File: src/rtl/axi_hp_burst_writer.sv
// AXI4 write master for the PS high-performance slave port: streams a PL beat
// sequence into DDR as INCR bursts that never straddle a 4 KB page.
module axi_hp_burst_writer #(
  parameter int ADDR_WIDTH = 32,
  parameter int DATA_WIDTH = 64,
  parameter int MAX_BURST  = 16,
  parameter int CNT_WIDTH  = 16
) (
  input  logic                    clk,
  input  logic                    rst,
  input  logic [ADDR_WIDTH-1:0]   cmd_addr,
  input  logic [CNT_WIDTH-1:0]    cmd_beats,
  input  logic                    cmd_valid,
  output logic                    cmd_ready,
  input  logic [DATA_WIDTH-1:0]   s_data,
  input  logic                    s_valid,
  output logic                    s_ready,
  output logic                    done,
  output logic                    err,
  output logic [ADDR_WIDTH-1:0]   m_axi_awaddr,
  output logic [7:0]              m_axi_awlen,
  output logic [2:0]              m_axi_awsize,
  output logic [1:0]              m_axi_awburst,
  output logic                    m_axi_awvalid,
  input  logic                    m_axi_awready,
  output logic [DATA_WIDTH-1:0]   m_axi_wdata,
  output logic [DATA_WIDTH/8-1:0] m_axi_wstrb,
  output logic                    m_axi_wlast,
  output logic                    m_axi_wvalid,
  input  logic                    m_axi_wready,
  input  logic [1:0]              m_axi_bresp,
  input  logic                    m_axi_bvalid,
  output logic                    m_axi_bready
);

  localparam int BYTES = DATA_WIDTH / 8;
  localparam int LSB   = $clog2(BYTES);

  typedef enum logic [2:0] {IDLE, ADDR, DATA, RESP, DONE} state_t;

  state_t                r_state, w_nextState;
  logic [ADDR_WIDTH-1:0] r_addr, w_nextAddr;
  logic [CNT_WIDTH-1:0]  r_rem, w_nextRem;
  logic [8:0]            r_len, r_beatCnt, w_newLen;
  logic [7:0]            r_awLen;
  logic                  r_err;
  logic                  w_cmdHs, w_awHs, w_wHs, w_bHs, w_lastBeat;

  // Beats in the next burst: bounded by what is left, the burst cap and the
  // room remaining before the next 4 KB page (address is always beat-aligned).
  function automatic logic [8:0] calcLen(input logic [ADDR_WIDTH-1:0] a,
                                         input logic [CNT_WIDTH-1:0]  rem);
    logic [31:0] room;
    logic [31:0] len;
    room = (32'd4096 - {20'd0, a[11:0]}) >> LSB;
    len  = 32'(MAX_BURST);
    if (room < len) len = room;
    if (32'(rem) < len) len = 32'(rem);
    return len[8:0];
  endfunction

  assign w_cmdHs    = cmd_valid && cmd_ready;
  assign w_awHs     = (r_state == ADDR) && m_axi_awready;
  assign w_wHs      = (r_state == DATA) && s_valid && m_axi_wready;
  assign w_bHs      = (r_state == RESP) && m_axi_bvalid;
  assign w_lastBeat = (r_beatCnt == 9'd1);
  assign w_newLen   = calcLen(w_nextAddr, w_nextRem);

  always_ff @(posedge clk or posedge rst) begin
    if (rst) r_state <= IDLE;
    else     r_state <= w_nextState;
  end

  always_comb begin
    w_nextState = r_state;
    w_nextAddr  = r_addr;
    w_nextRem   = r_rem;
    case (r_state)
      IDLE: if (w_cmdHs) begin
        w_nextAddr  = cmd_addr & ~ADDR_WIDTH'(BYTES - 1);
        w_nextRem   = cmd_beats;
        w_nextState = (cmd_beats == '0) ? DONE : ADDR;
      end
      ADDR: if (m_axi_awready) w_nextState = DATA;
      DATA: if (w_wHs && w_lastBeat) w_nextState = RESP;
      RESP: if (m_axi_bvalid) begin
        w_nextAddr  = r_addr + (ADDR_WIDTH'(r_len) << LSB);
        w_nextRem   = r_rem - CNT_WIDTH'(r_len);
        w_nextState = (w_nextRem == '0) ? DONE : ADDR;
      end
      DONE:    w_nextState = IDLE;
      default: w_nextState = IDLE;
    endcase
  end

  // Burst length is captured on every entry to ADDR so AW fields are stable.
  always_ff @(posedge clk or posedge rst) begin
    if (rst) begin
      r_addr    <= '0;
      r_rem     <= '0;
      r_len     <= '0;
      r_awLen   <= '0;
      r_beatCnt <= '0;
      r_err     <= 1'b0;
    end else begin
      r_addr <= w_nextAddr;
      r_rem  <= w_nextRem;
      if (w_nextState == ADDR && r_state != ADDR) begin
        r_len   <= w_newLen;
        r_awLen <= 8'(w_newLen - 9'd1);
      end
      if (w_awHs)     r_beatCnt <= r_len;
      else if (w_wHs) r_beatCnt <= r_beatCnt - 9'd1;
      if (w_cmdHs)                             r_err <= 1'b0;
      else if (w_bHs && m_axi_bresp != 2'b00)  r_err <= 1'b1;
    end
  end

  assign cmd_ready     = (r_state == IDLE) && !rst;
  assign done          = (r_state == DONE);
  assign err           = r_err;
  assign m_axi_awaddr  = r_addr;
  assign m_axi_awlen   = r_awLen;
  assign m_axi_awsize  = 3'(LSB);
  assign m_axi_awburst = 2'b01;
  assign m_axi_awvalid = (r_state == ADDR);
  // The W channel is a straight pass-through of the stream while in DATA.
  assign m_axi_wvalid  = (r_state == DATA) && s_valid;
  assign s_ready       = (r_state == DATA) && m_axi_wready;
  assign m_axi_wdata   = (r_state == DATA) ? s_data : '0;
  assign m_axi_wstrb   = '1;
  assign m_axi_wlast   = (r_state == DATA) && w_lastBeat;
  assign m_axi_bready  = (r_state == RESP);

endmodule

File: config.mk
export PLATFORM = sky130hd
export DESIGN_NAME = axi_hp_burst_writer
export DESIGN_NICKNAME = d
export VERILOG_FILES = /design/src/rtl/axi_hp_burst_writer.sv
export SDC_FILE = /design/constraint.sdc
export NUM_CORES = 1
export LEC_CHECK = 0
export BUFFER_PORTS_ARGS = -buffer_cell sky130_fd_sc_hd__buf_2
export CAP_MARGIN = 20
export CORE_MARGIN = 10
export CORE_UTILIZATION = 50
export CTS_BUF_LIST = sky130_fd_sc_hd__clkbuf_16
export CTS_CLUSTER_SIZE = 24
export DETAILED_ROUTE_END_ITERATION = 16
export PLACE_DENSITY = 0.82
export SETUP_SLACK_MARGIN = 0.1
export SYNTH_ARGS = -nofsm -noshare
export SYNTH_HDL_FRONTEND = slang
export SYNTH_SLANG_ARGS = --single-unit
File: constraint.sdc
create_clock -name clk -period 8.2 [get_ports clk]
set_input_delay 0.82 -clock clk [delete_from_list [all_inputs] [get_ports clk]]
set_output_delay 0.82 -clock clk [all_outputs]
set_load 0.02 [all_outputs]
======== Yosys cells after proc, flatten, opt, wreduce, memory -nomap -nowiden ========
Cells that the tools add are included.
storage, ports and cells
  register bits ........................... 78
  latch bits .............................. 0
  memory bits (writable) .................. 0
  memory bits (read-only) ................. 0
  output and inout port bits .............. 125
  logic and storage cells ................. 64
  memories kept ........................... 0
cells by class
  add/subtract/negate cells ............... 5
  multiply operators ...................... 0
  div/mod/pow operators ................... 0
  magnitude comparators ................... 2
  eq/ne operators ......................... 9
  shift operators ......................... 0
  muxes and demuxes ....................... 20
  bitwise gates (word level) .............. 0
  reductions and logical operators ........ 20
operators by type and width
  operator                                                               count
  32-bit two-way mux                                                     2
  64-bit two-way mux                                                     1
  32-bit case mux with 2 select lines                                    1
  32-bit by 12-bit adder with 32-bit output                              1
  16-bit zero test                                                       2
  16-bit two-way mux                                                     2
  16-bit case mux with 2 select lines                                    1
  16-bit by 29-bit < comparator with 1-bit output                        1
  29-bit by 5-bit < comparator with 1-bit output, second input constant  1
  29-bit two-way mux                                                     1
  9-bit two-way mux                                                      3
  3-bit two-way mux                                                      6
  16-bit by 9-bit subtractor with 16-bit output                          1
  13-bit by 12-bit subtractor with 14-bit output, first input constant   1
  3-bit case mux with 4 select lines                                     1
  1-bit logical AND                                                      11
  9-bit by 1-bit equality test with 1-bit output, second input constant  1
  9-bit by 1-bit subtractor with 9-bit output, second input constant     1
  2-bit nonzero test                                                     4
  8-bit by 1-bit subtractor with 8-bit output, second input constant     1
  3-bit by 1-bit equality test with 1-bit output, second input constant  2
  3-bit by 2-bit equality test with 1-bit output, second input constant  2
  2-bit inequality test, second input constant                           2
  3-bit equality test, second input constant                             1
  5 further kinds                                                        6

======== Logic depth before layout (Yosys ltp) ========
  depth in word-level cells ............... 11
  mapped depth ............................ 26
  depth with buffers taken out ............ 24

======== Worst setup path before layout ========
OpenSTA, ideal clock, no wires.
  path kind ............................... reg-to-reg
  start point ............................. reg r_addr[3] (netlist: m_axi_awaddr[3])
  end point ............................... reg r_awLen[2] (netlist: m_axi_awlen[2])
  setup time .............................. 0.082 ns
  arrival time ............................ 6.063 ns
  data required time ...................... 8.118 ns
  path slack .............................. 2.055 ns
  stages on the path, launching flop included .. 23
  period minus slack after synthesis ...... 6.145 ns
  cell sequence ........................... dfrtp_1 ha_1 fa_1 a211oi_1 o21ai_0 a2111oi_0 o31ai_1 a2111oi_1 and2_1 clkbuf_1 o21ai_0 ha_1 a21o_1 a21oi_1 o21ai_0 a2111oi_0 or4b_1 clkbuf_2 nor3_4 mux2_2 ha_1 or3_1 a31oi_1
between the ends
  word-level cells in the longest chain between the ends .. 9
  elaborated cells between the ends (all ways) .. 10
ends and longest elaborated chain
  item                                              RTL line  source
  start: declaration                                42        logic [ADDR_WIDTH-1:0] r_addr, w_nextAddr;
  start signal: assignment                          106       r_addr <= w_nextAddr;
  32-bit by 12-bit adder with 32-bit output         87        w_nextAddr = r_addr + (ADDR_WIDTH'(r_len) << LSB);
  32-bit two-way mux                                86        RESP: if (m_axi_bvalid) begin
  32-bit case mux with 2 select lines *             78        case (r_state)
  13-bit by 12-bit subtractor with 14-bit output *  55        room = (32'd4096 - {20'd0, a[11:0]}) >> LSB;
  29-bit by 5-bit < comparator with 1-bit output    57        if (room < len) len = room;
  29-bit two-way mux *                              57
  16-bit by 29-bit < comparator with 1-bit output   58        if (32'(rem) < len) len = 32'(rem);
  9-bit two-way mux *                               58
  8-bit by 1-bit subtractor with 8-bit output *     110       r_awLen <= 8'(w_newLen - 9'd1);
  end signal: assignment                            110
  end: declaration                                  45        logic [7:0] r_awLen;
Every way passes the cells marked *; elsewhere a longest branch is shown, timed or not. The select of a mux whose other input is x is not followed.
A chain may end at the register's enable or synchronous reset.

======== Worst setup path in the final report ========
  start point ............................. reg r_len[0]
  end point ............................... reg r_awLen[4] (netlist: m_axi_awlen[4])
between the ends
  word-level cells in the longest chain between the ends .. 9
  elaborated cells between the ends (all ways) .. 18
ends and longest elaborated chain
  item                                             RTL line  source
  start: declaration                               44        logic [8:0] r_len, r_beatCnt, w_newLen;
  start signal: assignment                         109       r_len <= w_newLen;
  32-bit by 12-bit adder with 32-bit output        87
  32-bit two-way mux                               86
  32-bit case mux with 2 select lines              78
  13-bit by 12-bit subtractor with 14-bit output   55
  29-bit by 5-bit < comparator with 1-bit output   57
  29-bit two-way mux                               57
  16-bit by 29-bit < comparator with 1-bit output  58
  9-bit two-way mux                                58
  8-bit by 1-bit subtractor with 8-bit output      110
Several ways; a longest one is shown, not always the timed one. The select of a mux whose other input is x is not followed.

==> metrics.txt <==
CP arrival=7.48 ns; Syn Inst Count=744; Syn Area/Cell=8.27 um^2; sequential area share after synthesis=31.7%; post_cts resized=0; area share of the largest cell type after synthesis=31.7%; share of layout cells above drive strength 1=28.0%; hpwl dp=17.0 mm; CP startpoint kind=flip-flop; IO Count=246; DRT antenna net count=0; GRT Resource Usage Total=23.9%; status=finished clean; die area=17100 um^2; largest net degree at the start of global routing=71; Internal Pwr Total=1.54 mW; Sw Share=51.2%; reg2reg start=r_len[0]$_DFFE_PP0P_; Rows=40; Final #Nets=1114; CTS root buffer=clkbuf_16; DRT Wirelength=21.8 mm; Pwr per Cell Area=410 nW/um^2; FFs w/ async S/R, synth=100%; first-pass GRT wire length=32.7 mm; number of CTS-inserted buffers=9; clock buffer depth=2; routed len/inst=19.5 um; Net Switching=1.62 mW; Critical Path RT=8.46 ns; Synth Flop Type=dfrtp_1; Comb power frac=62.3%; post-synthesis instance area=6150 um^2; Initial Utilization=51.2%; synth warn=0; worst-margin pin slew=0.909 ns; total power=3.16 mW; Synth area leaders=dfrtp_1, and2_1, ha_1, nand2_1, o21ai_0; Core ar.=12000 um^2; min Tclk post-route=7.22 ns; CTS tree=yes; clock share of power=14.0%; H-tree depth=3; Synth cell types=76; Rel. slew slack=37.8%; commonest non-fill, non-tap cell in the layout=buf_2; most frequent cells in the layout=buf_2, nand2_1, dfrtp_1; leakage power=3.82 nW; CTS clock-pin slew for the worst setup and hold paths=0.06 ns; via/cell ratio=6.00; chip width=131 um; Peak VDD IR=0.213 mV; crit end category=flip-flop; hold buffers post-CTS=0; FMAX=139 MHz; final setup fails=0; initial antenna violation count=1; setup tns final=0 ns; Overflow after GRT=0; Die Ht=131 um; register bit total from synthesis=78; RSZ-0062 raised after global routing=no; max-cap violations=0; vias in the first global route=6298; min-delay src=m_axi_awlen[1]$_DFFE_PP0P_; Worst Setup SP=r_len[0]$_DFFE_PP0P_; Skew-Pair Late Insertion Delay=0.35 ns; maximum fanout along the worst path=8; Synth area leader=dfrtp_1; post-CTS setup buffers=0; Hold Vio Cnt, Final=0; Area Overhead vs Synth=25.2%; crit path kind=flip-flop to flip-flop; GP Congestion=0.962; DRT iter0 DRCs=611; Final Max Tran Viols=0; fin crit share=88.0%; Sink Count=78; Port Buf Inserts=229; skew final=0.00620 ns; sequential power share=23.7%; # DRC=0; first drt pass iteration count=5; Hold Crit Class=flip-flop to flip-flop; via count=6701; Post-synth EDFFs=0
cell usage after synthesis (all sizes together), types with 5 or more instances:
cell type / n
a21o: 15
nand2b: 6
ha: 29
o31ai: 6
or3: 9
buf: 24
o21a: 7
a22oi: 8
mux2i: 9
a221o: 8
dfrtp: 78
and2: 74
a211oi: 7
nor2: 37
o21ai: 55
xor2: 10
nor4: 12
a2111oi: 5
nand2: 80
and3: 9
a31oi: 10
o211ai: 11
a21oi: 30
nand4: 9
nor3: 22
o311ai: 15
xnor2: 12
nand3: 25
inv: 39
clkbuf: 21
worst max-delay path: stages (launching register included):
cell       delay, ns
dfrtp_1         0.49
ha_1            0.28
fa_1            0.44
a211oi_1        0.30
o21ai_0         0.19
a2111oi_0       0.51
o31ai_1         0.17
a2111oi_1       0.62
and2_1          0.36
o21ai_0         0.19
ha_1            0.36
a21o_1          0.17
a21oi_1         0.14
o21ai_0         0.11
a2111oi_0       0.37
or4b_1          0.65
or3_1           0.59
mux2i_4         0.24
ha_1            0.28
inv_1           0.08
nor4_1          0.27
mux2i_1         0.13
a32oi_1         0.20
layout make-up:
type                            count  area, um^2
Tap cell                          147         184
Antenna cell                        2        5.00
Fill cell                        1005        4310
Multi-Input combinational cell    596        3880
Timing Repair Buffer              237        1210
Inverter                           40         151
Clock inverter                      7        97.6
Sequential cell                    78        1950
Clock buffer                        9         225
sequential cells by signal, indices dropped and copies added, names as in the netlist:
| signal | cells |
|---|---|
| err | 1 |
| m_axi_awaddr | 32 |
| r_len | 9 |
| m_axi_awlen | 8 |
| r_rem | 16 |
| r_state | 3 |
| r_beatCnt | 9 |
logic make-up after synthesis:
logic type                 synth area share [%]
DFF                                        31.7
buffers and inverters                      6.24
xor gates and xnor gates                   3.13
adders and majority gates                  6.55
AOI/OAI and AO/OA                          23.5
and+or+nand+nor                            26.5
muxes                                      2.22
other                                     0.122
power by group through the flow:
| stage | sequential (mW) | clock [mW] | combinational (mW) |
|---|---|---|---|
| 2_1_floorplan | 0.785 | 0 | 1.33 |
| 4_1_cts | 0.740 | 0.442 | 1.95 |
| 5_1_grt | 0.773 | 0.457 | 2.16 |
| 3_5_place_dp | 0.745 | 0 | 1.93 |
| 6_report | 0.751 | 0.441 | 1.97 |
| 3_3_place_gp | 0.741 | 0 | 1.90 |
path summary, 6_finish.rpt:
| path | cells past startpoint | slack (ns) | to |
|---|---|---|---|
| worst max-delay path | 22 | 0.98 | m_axi_awlen[4]$_DFFE_PP0P_ |
| worst min-delay path | 2 | 0.49 | m_axi_awlen[1]$_DFFE_PP0P_ |
| worst max register to register | 22 | 0.98 | m_axi_awlen[4]$_DFFE_PP0P_ |
| worst min register to register | 2 | 0.49 | m_axi_awlen[1]$_DFFE_PP0P_ |
| max in group asynchronous | 3 | 6.66 | r_rem[10]$_DFF_PP0_ |
| min in group asynchronous | 2 | 0.57 | m_axi_awaddr[8]$_DFF_PP0_ |
through the flow:
| step | worst slack, ns | hold slack, ns | cells | utilization [%] | area, um^2 |
|---|---|---|---|---|---|
| final | 0.981 | 0.486 | 1116 | 64.1 | 7700 |
| after global routing | 0.423 | 0.518 | 1114 | 64.1 | 7700 |
| after CTS | 1.13 | 0.488 | 1114 | 64.1 | 7700 |
| after detailed placement | 1.07 | 0.473 | 1098 | 61.4 | 7370 |
| after global placement | 1.19 | 0.461 | 1098 | 61.4 | 7370 |
| after floorplan | 2.06 | 0.467 | 759 | - | 6210 |
routing by layer:
metal	GRT usage (%)	routed length, um	up-vias
li1	-	-	3135
met1	31.8	8840	3139
met2	37.6	10200	386
met3	6.41	2370	41
met4	6.08	379	0
met5	0	0	-
Note: power is estimated with default switching activity, not from simulation.
